`src/rtl/rr_n_pkg.sv`:
```
// Shared constants for the rr_n round-robin AXI-Stream arbiter: FSM encoding and counter widths.
package rr_n_pkg;

  localparam logic [0:0] StArb  = 1'b0;
  localparam logic [0:0] StHold = 1'b1;

  localparam int unsigned CntWidth   = 8;
  localparam int unsigned StatsWidth = 16;

endpackage

```
`src/rtl/rr_n_pick.sv`:
```
// Combinational rotating-priority encoder: first valid index scanning from ptr+1 upward with
// wrap-around, so ptr itself has the lowest priority.
module rr_n_pick #(
  parameter int unsigned N_INPUTS = 4,
  parameter int unsigned IdW      = $clog2(N_INPUTS)
) (
  input  logic [N_INPUTS-1:0] valid,
  input  logic [IdW-1:0]      ptr,
  output logic [IdW-1:0]      grant,
  output logic                any
);

  int unsigned idx;

  always_comb begin
    grant = '0;
    any   = 1'b0;
    idx   = 0;
    // Walk from the farthest offset down so the nearest valid offset wins.
    for (int k = N_INPUTS; k >= 1; k--) begin
      idx = (32'(ptr) + 32'(k)) % N_INPUTS;
      if (valid[idx]) begin
        grant = IdW'(idx);
        any   = 1'b1;
      end
    end
  end

endmodule

```
`src/rtl/rr_n.sv`:
```
// N-input round-robin AXI-Stream arbiter with packet- or flit-granular turns of QUANTUM units.
// Optional per-input TLAST counters on o_pkt_cnt when RR_N_STATS_EN is defined.
module rr_n
  import rr_n_pkg::*;
#(
  parameter int unsigned N_INPUTS   = 4,
  parameter int unsigned DATA_WIDTH = 8,
  parameter int unsigned TLAST_ARB  = 1,
  parameter int unsigned QUANTUM    = 1,
  localparam int unsigned IdW       = $clog2(N_INPUTS)
) (
  input  logic                           clk,
  input  logic                           rst,
  input  logic [N_INPUTS*DATA_WIDTH-1:0] s_TDATA,
  input  logic [N_INPUTS-1:0]            s_TVALID,
  output logic [N_INPUTS-1:0]            s_TREADY,
  input  logic [N_INPUTS-1:0]            s_TLAST,
  output logic [DATA_WIDTH-1:0]          o_TDATA,
  output logic                           o_TVALID,
  input  logic                           o_TREADY,
  output logic                           o_TLAST,
  output logic [IdW-1:0]                 o_TID
`ifdef RR_N_STATS_EN
  ,
  output logic [N_INPUTS*StatsWidth-1:0] o_pkt_cnt
`endif
);

  logic [0:0]            state_q, state_d;
  logic [IdW-1:0]        ptr_q, ptr_d;
  logic [IdW-1:0]        lock_q, lock_d;
  logic [CntWidth-1:0]   cnt_q, cnt_d;
  logic                  mid_q, mid_d;

  logic [DATA_WIDTH-1:0] tdata_q;
  logic                  tvalid_q, tlast_q;
  logic [IdW-1:0]        tid_q;

  logic [IdW-1:0]        pick_grant, grant;
  logic                  pick_any, gnt_any;
  logic                  load, xfer, unit_end, turn_done;
  logic [DATA_WIDTH-1:0] sel_data;

  rr_n_pick #(
    .N_INPUTS(N_INPUTS),
    .IdW     (IdW)
  ) u_pick (
    .valid(s_TVALID),
    .ptr  (ptr_q),
    .grant(pick_grant),
    .any  (pick_any)
  );

  assign grant     = (state_q == StHold) ? lock_q : pick_grant;
  assign gnt_any   = (state_q == StHold) ? s_TVALID[lock_q] : pick_any;
  assign load      = !tvalid_q || o_TREADY;
  assign xfer      = gnt_any && load;
  assign unit_end  = (TLAST_ARB != 0) ? s_TLAST[grant] : 1'b1;
  assign turn_done = unit_end && (cnt_q == CntWidth'(QUANTUM - 1));

  always_comb begin
    sel_data = '0;
    for (int i = 0; i < N_INPUTS; i++) begin
      if (grant == IdW'(i)) sel_data = s_TDATA[i*DATA_WIDTH +: DATA_WIDTH];
    end
  end

  // Gate with rst so no source sees a handshake while reset is held.
  always_comb begin
    s_TREADY = '0;
    if (rst && xfer) s_TREADY[grant] = 1'b1;
  end

  always_comb begin
    state_d = state_q;
    ptr_d   = ptr_q;
    lock_d  = lock_q;
    cnt_d   = cnt_q;
    mid_d   = mid_q;
    case (state_q)
      StArb: begin
        if (xfer) begin
          if (turn_done) begin
            ptr_d = grant;
            cnt_d = '0;
            mid_d = 1'b0;
          end else begin
            state_d = StHold;
            lock_d  = grant;
            mid_d   = !unit_end;
            if (unit_end) cnt_d = cnt_q + CntWidth'(1);
          end
        end
      end
      StHold: begin
        if (xfer) begin
          if (turn_done) begin
            state_d = StArb;
            ptr_d   = lock_q;
            cnt_d   = '0;
            mid_d   = 1'b0;
          end else begin
            mid_d = !unit_end;
            if (unit_end) cnt_d = cnt_q + CntWidth'(1);
          end
        end else if (!mid_q && !s_TVALID[lock_q]) begin
          // Idle at a unit boundary: give up the rest of the quantum.
          state_d = StArb;
          ptr_d   = lock_q;
          cnt_d   = '0;
        end
      end
      default: state_d = StArb;
    endcase
  end

  always_ff @(posedge clk or negedge rst) begin
    if (!rst) begin
      state_q <= StArb;
      ptr_q   <= IdW'(N_INPUTS - 1);
      lock_q  <= '0;
      cnt_q   <= '0;
      mid_q   <= 1'b0;
    end else begin
      state_q <= state_d;
      ptr_q   <= ptr_d;
      lock_q  <= lock_d;
      cnt_q   <= cnt_d;
      mid_q   <= mid_d;
    end
  end

  always_ff @(posedge clk or negedge rst) begin
    if (!rst) begin
      tvalid_q <= 1'b0;
      tdata_q  <= '0;
      tlast_q  <= 1'b0;
      tid_q    <= '0;
    end else if (load) begin
      tvalid_q <= xfer;
      if (xfer) begin
        tdata_q <= sel_data;
        tlast_q <= s_TLAST[grant];
        tid_q   <= grant;
      end
    end
  end

  assign o_TVALID = tvalid_q;
  assign o_TDATA  = tdata_q;
  assign o_TLAST  = tlast_q;
  assign o_TID    = tid_q;

`ifdef RR_N_STATS_EN
  logic [StatsWidth-1:0] pkt_cnt_q [N_INPUTS];

  always_ff @(posedge clk or negedge rst) begin
    if (!rst) begin
      for (int i = 0; i < N_INPUTS; i++) pkt_cnt_q[i] <= '0;
    end else if (xfer && s_TLAST[grant]) begin
      pkt_cnt_q[grant] <= pkt_cnt_q[grant] + StatsWidth'(1);
    end
  end

  for (genvar i = 0; i < N_INPUTS; i++) begin : g_stats
    assign o_pkt_cnt[i*StatsWidth +: StatsWidth] = pkt_cnt_q[i];
  end
`endif

endmodule

```
`config.mk`:
```
export PLATFORM = sky130hd
export DESIGN_NAME = rr_n
export DESIGN_NICKNAME = d
export VERILOG_FILES = /design/src/rtl/rr_n_pkg.sv /design/src/rtl/rr_n_pick.sv /design/src/rtl/rr_n.sv
export SDC_FILE = /design/constraint.sdc
export NUM_CORES = 1
export LEC_CHECK = 0
export BUFFER_PORTS_ARGS = -buffer_cell sky130_fd_sc_hd__buf_2
export CORE_MARGIN = 3
export CORE_UTILIZATION = 47
export DETAILED_ROUTE_END_ITERATION = 10
export GPL_ROUTABILITY_DRIVEN = 0
export PLACE_DENSITY = 0.79
export SYNTH_ARGS = -nofsm -noshare
export SYNTH_HDL_FRONTEND = slang
export SYNTH_HIERARCHICAL = 1
export SYNTH_SLANG_ARGS = --single-unit
```
`constraint.sdc`:
```
create_clock -name clk -period 6.3 [get_ports clk]
set_input_delay 1.26 -clock clk [delete_from_list [all_inputs] [get_ports clk]]
set_output_delay 1.26 -clock clk [all_outputs]
set_load 0.05 [all_outputs]
```
# After elaboration in Yosys (flattened, before gate mapping)
# Cells that the tools add are included.
[word_totals]
elab_cells = 94
out_inout_bits = 16
regBits = 26
input_bits = 43
[op_classes]
order_cmp = 7
bitwise_logic = 2
n_eq_ne = 7
n_reduce_logical = 16
add_sub_neg = 5
n_mux = 48
[op_table]
columns = ["operator", "n"]
rows = [
  ["$mux W8", 9],
  ["$mux W2", 10],
  ["$lt A2 B3 Y1 const B", 6],
  ["$mux W1", 18],
  ["$pmux W8 S2", 1],
  ["$bmux W1 S2", 6],
  ["$add A8 B1 Y8 const B", 1],
  ["$logic_not A8 Y1", 1],
  ["$logic_and A1 B1 Y1", 5],
  ["$add A2 B1 Y2 const B", 2],
  ["$add A2 B2 Y2 const B", 2],
  ["$eq A2 B2 Y1 const B", 2],
  ["$logic_not A1 Y1", 4],
  ["$mux W4", 1],
  ["$ne A2 B2 Y1 const B", 2],
  ["$pmux W2 S2", 1],
  ["$reduce_and A2 Y1", 2],
  ["$reduce_and A4 Y1", 1],
  ["$ne A3 B1 Y1 const B", 1],
  ["$ne A3 B2 Y1 const B", 1],
  ["$reduce_and A3 Y1", 1],
  ["$demux W1 S2", 1],
  ["$eq A2 B1 Y1 const B", 1],
  ["$ge A2 B1 Y1 const B", 1],
  ["other kinds (4)", 5],
]

# Depth between registers and ports, before layout
# Gate-level depths: netlist of the first run.
[depth]
ltp_word = 14
mapped_depth = 9
depth_no_buf = 8

# Hierarchy
# The synthesis of the first run kept the hierarchy.
[by_module_without_submodules]
columns = ["mod", "cells_each", "instances", "seq_area_each_um2", "area_each_um2"]
rows = [
  ["rr_n", 124, 1, 653.1, 1490.2],
  ["rr_n_pick", 14, 1, 0.0, 91.3],
]

# Least setup slack after synthesis of the first run
# Ideal clock, no wire load.
[synth_path]
path_type = "input to output"
startpoint = "input port s_TVALID[2]"
endpoint = "output port s_TREADY[2]"
arrival_time_ns = 3.541
slack_ns = 1.499
required_ns = 5.040
stages = 6
path_cell_list = "and2b_1 a21oi_2 o221ai_2 mux2i_1 buf_2 nor3b_1"
[synth_via]
elab_chain_len = 12
elab_cells_between_ends = 28
[synth_lines]
columns = ["element", "line", "source"]
rows = [
  ["start, declared", "rr_n.sv:15", "input logic [N_INPUTS-1:0] s_TVALID,"],
  ["$bmux W1 S2", "rr_n_pick.sv:22", "if (valid[idx]) begin"],
  ["$mux W1 (implied by the code)", "rr_n_pick.sv:22", ""],
  ["$mux W2 (3 in a row)", "rr_n_pick.sv:22", ""],
  ["$mux W2 *", "rr_n_pick.sv:22", ""],
  ["named net pick_grant[0]", "rr_n.sv:39", "logic [IdW-1:0] pick_grant, grant;"],
  ["$mux W2 *", "rr_n.sv:54", "assign grant = (state_q == StHold) ? lock_q : pick_grant;"],
  ["$lt A2 B3 Y1 (implied by the code) or $ge A2 B1 Y1 (tied branches)", "rr_n.sv:71", "if (rst && xfer) s_TREADY[grant] = 1'b1;"],
  ["$logic_and A1 B1 Y1 (implied by the code)", "rr_n.sv:71", ""],
  ["$mux W1 (implied by the code)", "rr_n.sv:71", ""],
  ["$demux W1 S2 *", "rr_n.sv:71", ""],
  ["$mux W4 *", "rr_n.sv:71", ""],
  ["end, declared", "rr_n.sv:16", "output logic [N_INPUTS-1:0] s_TREADY,"],
]
# The timed path passes the listed nets; every way through them passes the cells marked *. The select of a mux whose other input is x is not followed.

# Worst setup path after layout of the first run
[layout_path]
startpoint = "input port s_TVALID[1]"
endpoint = "output port s_TREADY[1]"
[layout_via]
elab_chain_len = 12
elab_cells_between_ends = 28
[layout_lines]
columns = ["element", "line"]
rows = [
  ["$bmux W1 S2", "rr_n_pick.sv:22"],
  ["$mux W1 (implied by the code)", "rr_n_pick.sv:22"],
  ["$mux W2 (4 in a row)", "rr_n_pick.sv:22"],
  ["$mux W2", "rr_n.sv:54"],
  ["$lt A2 B3 Y1 (implied by the code) or $ge A2 B1 Y1 (tied branches)", "rr_n.sv:71"],
  ["$logic_and A1 B1 Y1 (implied by the code)", "rr_n.sv:71"],
  ["$mux W1 (implied by the code)", "rr_n.sv:71"],
  ["$demux W1 S2", "rr_n.sv:71"],
  ["$mux W4 *", "rr_n.sv:71"],
]
# Mark *: on every way between the ends. The rest lies on a longest branch, timed or not. The select of a mux whose other input is x is not followed.

==> results of run 1 <==
[flip-flops by register name, indices dropped and copies added (netlist names)]
signal,cells
o_TID,2
cnt_q,8
lock_q,2
mid_q,1
o_TDATA,8
state_q,1
ptr_q,2
o_TLAST,1
o_TVALID,1
[through the flow]
| step | area [um2] | util [%] | hold WS (ps) | setup slack (ps) |
|---|---|---|---|---|
| floorplan | 1580 | - | 461 | 1500 |
| global placement | 1910 | 61.0 | 484 | 2020 |
| detailed placement | 1910 | 61.0 | 491 | 1950 |
| CTS | 1940 | 62.2 | 511 | 1940 |
| global route | 1940 | 62.2 | 529 | 1770 |
| finish | 1940 | 62.2 | 508 | 1970 |
[critical path, delay by kind of cell]
family,cells,cell delay (ps)
muxes,2,400
buffers and inverters,2,420
and+or+nand+nor,3,980
[layer usage]
layer	track usage, %	up-vias	wire (um)
met5	0	-	0
met4	5.66	0	16
met3	3.51	2	214
met2	31.2	44	1710
met1	22.1	612	1410
li1	-	630	-
[Yosys cell counts, types with 2 or more instances]
master     n
nand2_1   14
and2_1     2
dfstp_2    2
ha_1       2
mux2_2    10
nand4_1    3
inv_1      9
mux4_1     4
buf_2      3
nor3b_1    2
nand2b_1   5
o32ai_1    2
mux4_2     6
nand3_1    3
mux2i_1    8
dfrtp_1   24
mux2i_2    2
o21ai_0    4
nor2_1     8
a21oi_1    6
nor3_1     2
[power groups by stage]
stage	Combinational (uW)	Sequential (uW)	Clock, uW
2_1_floorplan	356	410	0
3_3_place_gp	583	287	0
3_5_place_dp	599	289	0
4_1_cts	601	287	86.5
5_1_grt	643	298	94.9
6_report	593	287	84.5
[worst min path at each step]
stage	end	cells past startpoint	start
finish	cnt_q[7]$_DFFE_PN0P_	1	cnt_q[7]$_DFFE_PN0P_
global route	ptr_q[0]$_DFFE_PN1P_	2	ptr_q[0]$_DFFE_PN1P_
CTS	ptr_q[0]$_DFFE_PN1P_	2	ptr_q[0]$_DFFE_PN1P_
detailed placement	ptr_q[0]$_DFFE_PN1P_	2	ptr_q[0]$_DFFE_PN1P_
global placement	cnt_q[7]$_DFFE_PN0P_	1	cnt_q[7]$_DFFE_PN0P_
floorplan	cnt_q[4]$_DFFE_PN0P_	1	cnt_q[4]$_DFFE_PN0P_
[kinds of logic after synthesis]
family | synth area share [%]
simple gates | 16.3
mux | 29.1
flops | 41.3
compound gates | 7.91
buf+inv | 3.80
fa+ha+maj | 1.58
[layout make-up]
type / count / area (um2)
inverter: 9 / 33.8
timing repair buffer: 59 / 298
tap: 44 / 55.1
sequential: 26 / 653
fill: 255 / 1180
multi-input combinational: 98 / 868
clock buffer: 4 / 36.3
==> out/results.tsv, run 1 <==
metric	value	unit
max-slew-margin-rel	42.7	%
ant_nets	0	
synth_area_leaders	dfrtp_1, mux4_2, mux2_2	
grt.overflow.total	0	
netlist_instances	138	
cpMostUsedCell	buf_2	
htree_levels	1	
p_comb_share	61.5	%
leakagePower	0.000937	uW
synth_area_leader_cell	dfrtp_1	
syn_avg_cell_area	11.5	um2
cap_violations	0	
cts_buffer_depth	2	
r2r-start	ptr_q[1]$_DFFE_PN1P_	
final_cell_mix	buf_2, dfrtp_1, nand2_1, mux2_2, inv_1	
chipWidth	64.0	um
swShare	47.6	%
synth-edff-count	0	
cts_buffers	3	
peakVddDrop	335	uV
seq_power_share	29.7	%
layout_min_cycle_time	4330	ps
cp.arrival	3070	ps
syn-num-nets	183	
clock_skew	0.834	ps
io_buffers	58	
p_per_area	496	nW/um2
dr.pass1.iters	4	
cts_tree	done	
clock_latency	310	ps
cp-startpoint	s_TVALID[1]	
cts_setup_buffers	0	
startpoint_type	input port	
place_inst	236	
worstPathRequired	5040	ps
reg2reg_depth	8	
rsz0062_at_grt	no	
synth_seq_cells	26	
dp_hpwl	2.60	mm
intPower	505	uW
vias_per_cell	5.37	
yosys_warnings	6	
antennaDiodeCount	0	
root_buffer	clkbuf_4	
worstSetupEndpointType	output port	
vias	1288	
final.period_utilization	68.8	%
drt-total-wl	3.35	mm
instances_no_fill	240	
cts.sinks	26	
area_delta_synth_final	22.9	%
die_h	64.0	um
p_sw	459	uW
regToRegEndpoint	cnt_q[5]$_DFFE_PN0P_	
drc	0	
setup_tns	0	ps
power.total	965	uW
setup_viol	0	
worst_path_max_delay_cell	nor2_2	
layout_commonest_cell	buf_2	
grt_max_degree	29	
ff2ff_setup_slack	3160	ps
initial_core_util	50.6	%
grt_pass1_wl	5.91	mm
grt_usage	17.9	%
antenna_found_initial	0	
synth_cell_types	38	
ys_seq_area_share	41.3	%
p_clk_share	8.8	%
critPathKind	input port to output port	
hp-class	flip-flop to flip-flop	
post_cts_resized	0	
synth-async-reset-ratio	100	%
cp_max_fo	17	
drive_gt1_share	45.4	%
fmax	0.231	GHz
tightest_slew	843	ps
crit_path_end	s_TREADY[1]	
path_cells	buf_2, mux4_2, mux2i_2, nor2_2, nand2_1, nor3b_1, buf_2	
synth-main-ff-cell	dfrtp_1	
status	finished clean	
hold_buffers	0	
io_pins	59	
clk_pin_slew	140	ps
grt_pass1_vias	1347	
slew_violations	0	
placeableCoreArea	3130	um2
die_area	4100	um2
hold_viol_final	0	
rows	20	
netlist_area	1580	um2
cpPeakStageDelay	580	ps
avgRoutedWirePerCell	13.9	um
nets	242	
drt_iter0_drc	90	
synth_top_cell_area_share	38.0	%
Power figures use the tool's default switching activity.
==> run 2, diff against run 1 <==
Settings changed: ABC_AREA set to 1, CORE_UTILIZATION 47 to 46, PLACE_DENSITY 0.79 to 0.78.
Clock period 6.3 ns to 3.9 ns, I/O delays scaled along.
==> run 2 against run 1 <==
Effect of this change:
- utilization down 2.4 points
- global-route usage up 1.3 points
- non-clock buffer count up 1
- wire length up 32%
- sequential cell count unchanged
- largest power group unchanged
- critical path type is now flip-flop to output port
==> out/results.tsv, run 2 <==
metric	value	unit	change
cts_tree	done		
antenna_found_initial	0		unchanged
die_h	69.9	um	+9.3%
ys_seq_area_share	34.7	%	-6.6 points
nets	406		+68%
cts_buffers	3		unchanged
io_buffers	58		unchanged
worstSetupEndpointType	output port		
cp_max_fo	9		-8
synth_most_common_cell	nand2_1		
synth_top_cell_area_share	32.5	%	-5.4 points
synth_seq_cells	26		unchanged
root_buffer	clkbuf_8		
grt.overflow.total	0		unchanged
cap_violations	0		unchanged
tightest_slew	610	ps	-234 ps
holdWs	489	ps	-18.5 ps
instances_no_fill	408		+70%
vias	1983		+54%
startpoint_type	flip-flop		
syn_avg_cell_area	6.25	um2	-45%
ff2ff_setup_slack	1550	ps	-1610 ps
io_pins	59		unchanged
n_fill_cell	370		+45%
setup_tns	0	ps	unchanged
ant_nets	0		unchanged
critPathKind	flip-flop to output port		
min_to	o_TDATA[0]$_DFFE_PN0P_		
setup_viol	0		unchanged
clk_pin_slew	90	ps	-50 ps
cts_buffer_depth	2		unchanged
status	finished clean		
cpMostUsedCell	nand2_1		
grt_usage	19.2	%	+1.3 points
grt_max_degree	27		-6.9%
hold_viol_final	0		unchanged
fmax	0.317	GHz	
leakagePower	0.00134	uW	+43%
holdPathStages	2		+1
synth_common_cells	nand2_1, inv_1, dfrtp_1		
antennaDiodeCount	0		unchanged
initial_core_util	49.5	%	-1.1 points
r2r-start	ptr_q[0]$_DFFE_PN1P_		
p_per_area	924	nW/um2	+86%
netlist_instances	301		+120%
worst_path_max_delay_cell	dfstp_2		
vias_per_cell	4.86		-9.4%
drive_gt1_share	24.2	%	-21 points
max-slew-margin-rel	59.0	%	+16 points
layout_commonest_cell	nand2_1		
drt-total-wl	4.43	mm	+32%
avgRoutedWirePerCell	10.9	um	-22%
rsz0062_at_grt	no		
peakVddDrop	651	uV	+94%
synth_area_leader_cell	nand2_1		
regToRegEndpoint	cnt_q[6]$_DFFE_PN0P_		
clock_skew	3.77	ps	+2.93 ps
cpPeakStageDelay	690	ps	+110 ps
synth-edff-count	0		unchanged
synth-main-ff-cell	dfrtp_1		
worstPathRequired	3120	ps	-1920 ps
drc	0		unchanged
hold_buffers	0		unchanged
drt_iter0_drc	80		-11%
netlist_area	1880	um2	+19%
die_area	4890	um2	+19%
clock_latency	270	ps	-40 ps
place_inst	404		+71%
yosys_warnings	6		unchanged
synth_area_leaders	nand2_1, dfrtp_1, nand3_1		
dp_hpwl	3.45	mm	+33%
cts_setup_buffers	0		unchanged
synth_cell_types	25		-34%
synth-async-reset-ratio	100	%	unchanged
cts.sinks	26		unchanged
final_cell_mix	nand2_1, buf_2, inv_1, dfrtp_1, nand3_1		
final_util	59.8	%	-2.4 points
grt_pass1_wl	7.85	mm	+33%
cp.arrival	2370	ps	-700 ps
area_delta_synth_final	20.8	%	
post_cts_resized	0		unchanged
placeableCoreArea	3800	um2	+21%
slew_violations	0		unchanged
dr.pass1.iters	4		unchanged
syn-num-nets	346		+89%
power.total	2100	uW	+120%
path_cells	inv_8, nand2_2, nand2_1, and2_4, nor2_2, nand3_1, nand2_1, nand2_1, nand2_2, inv_1, nor3_1, buf_2		
hp-start	o_TDATA[0]$_DFFE_PN0P_		
hp-class	flip-flop to flip-flop		
chipWidth	69.9	um	+9.3%
layout_min_cycle_time	3150	ps	
rows	22		+10%
reg2reg_depth	18		+10
htree_levels	1		unchanged
grt_pass1_vias	1795		+33%
final.period_utilization	80.9	%	
[run 2: layer usage]
metal | routed length (um) | track usage, % | up-vias
met4 | 68 | 6.81 | 0
met2 | 1920 | 30.2 | 73
li1 | - | - | 1057
met1 | 2140 | 26.8 | 847
met5 | 0 | 0 | -
met3 | 301 | 2.59 | 6
[run 2: area by class of cell]
type | instances | area, um2 | area share [%]
Clock buffer | 4 | 55.1 | 2.42
Sequential cell | 26 | 653 | 28.8
Timing Repair Buffer | 60 | 305 | 13.4
Multi-Input combinational cell | 240 | 1080 | 47.4
Inverter | 30 | 120 | 5.29
Tap cell | 48 | 60.1 | 2.64
[run 2: cells by family after synthesis]
| group | count (synthesis) | synth area share (%) |
|---|---|---|
| and+or+nand+nor | 226 | 51.2 |
| buffers and inverters | 35 | 7.98 |
| DFF | 26 | 34.7 |
| AOI/OAI and AO/OA | 8 | 2.93 |
| xor gates and xnor gates | 4 | 1.86 |
| adders and majority gates | 2 | 1.33 |
[run 2: worst max-delay path: cells and delay by family (launching register included)]
kind	cells	cell delay, ps
buf+inv	3	490
flops	1	690
simple gates	9	930
[run 2: where the power goes]
part / switching, uW / internal [uW] / total [uW]
clock: 85.7 / 90.3 / 176
sequential: 91.0 / 389 / 480
combinational: 1040 / 402 / 1440
[run 2: per-stage QoR]
step | setup slack (ps) | cell area [um2]
floorplan | 380 | 1880
global placement | 855 | 2220
detailed placement | 819 | 2220
CTS | 742 | 2270
global route | 489 | 2270
finish | 746 | 2270
[run 2: how the worst max path moves through the flow]
stage | slack [ps] | to | startpoint | cells past startpoint
5_1_grt | 490 | s_TREADY[3] | ptr_q[0]$_DFFE_PN1P_ | 13
6_report | 750 | s_TREADY[3] | ptr_q[0]$_DFFE_PN1P_ | 12
3_3_place_gp | 860 | s_TREADY[3] | s_TVALID[1] | 15
4_1_cts | 740 | s_TREADY[3] | ptr_q[0]$_DFFE_PN1P_ | 12
2_1_floorplan | 380 | s_TREADY[0] | s_TVALID[1] | 10
3_5_place_dp | 820 | s_TREADY[3] | s_TVALID[1] | 15
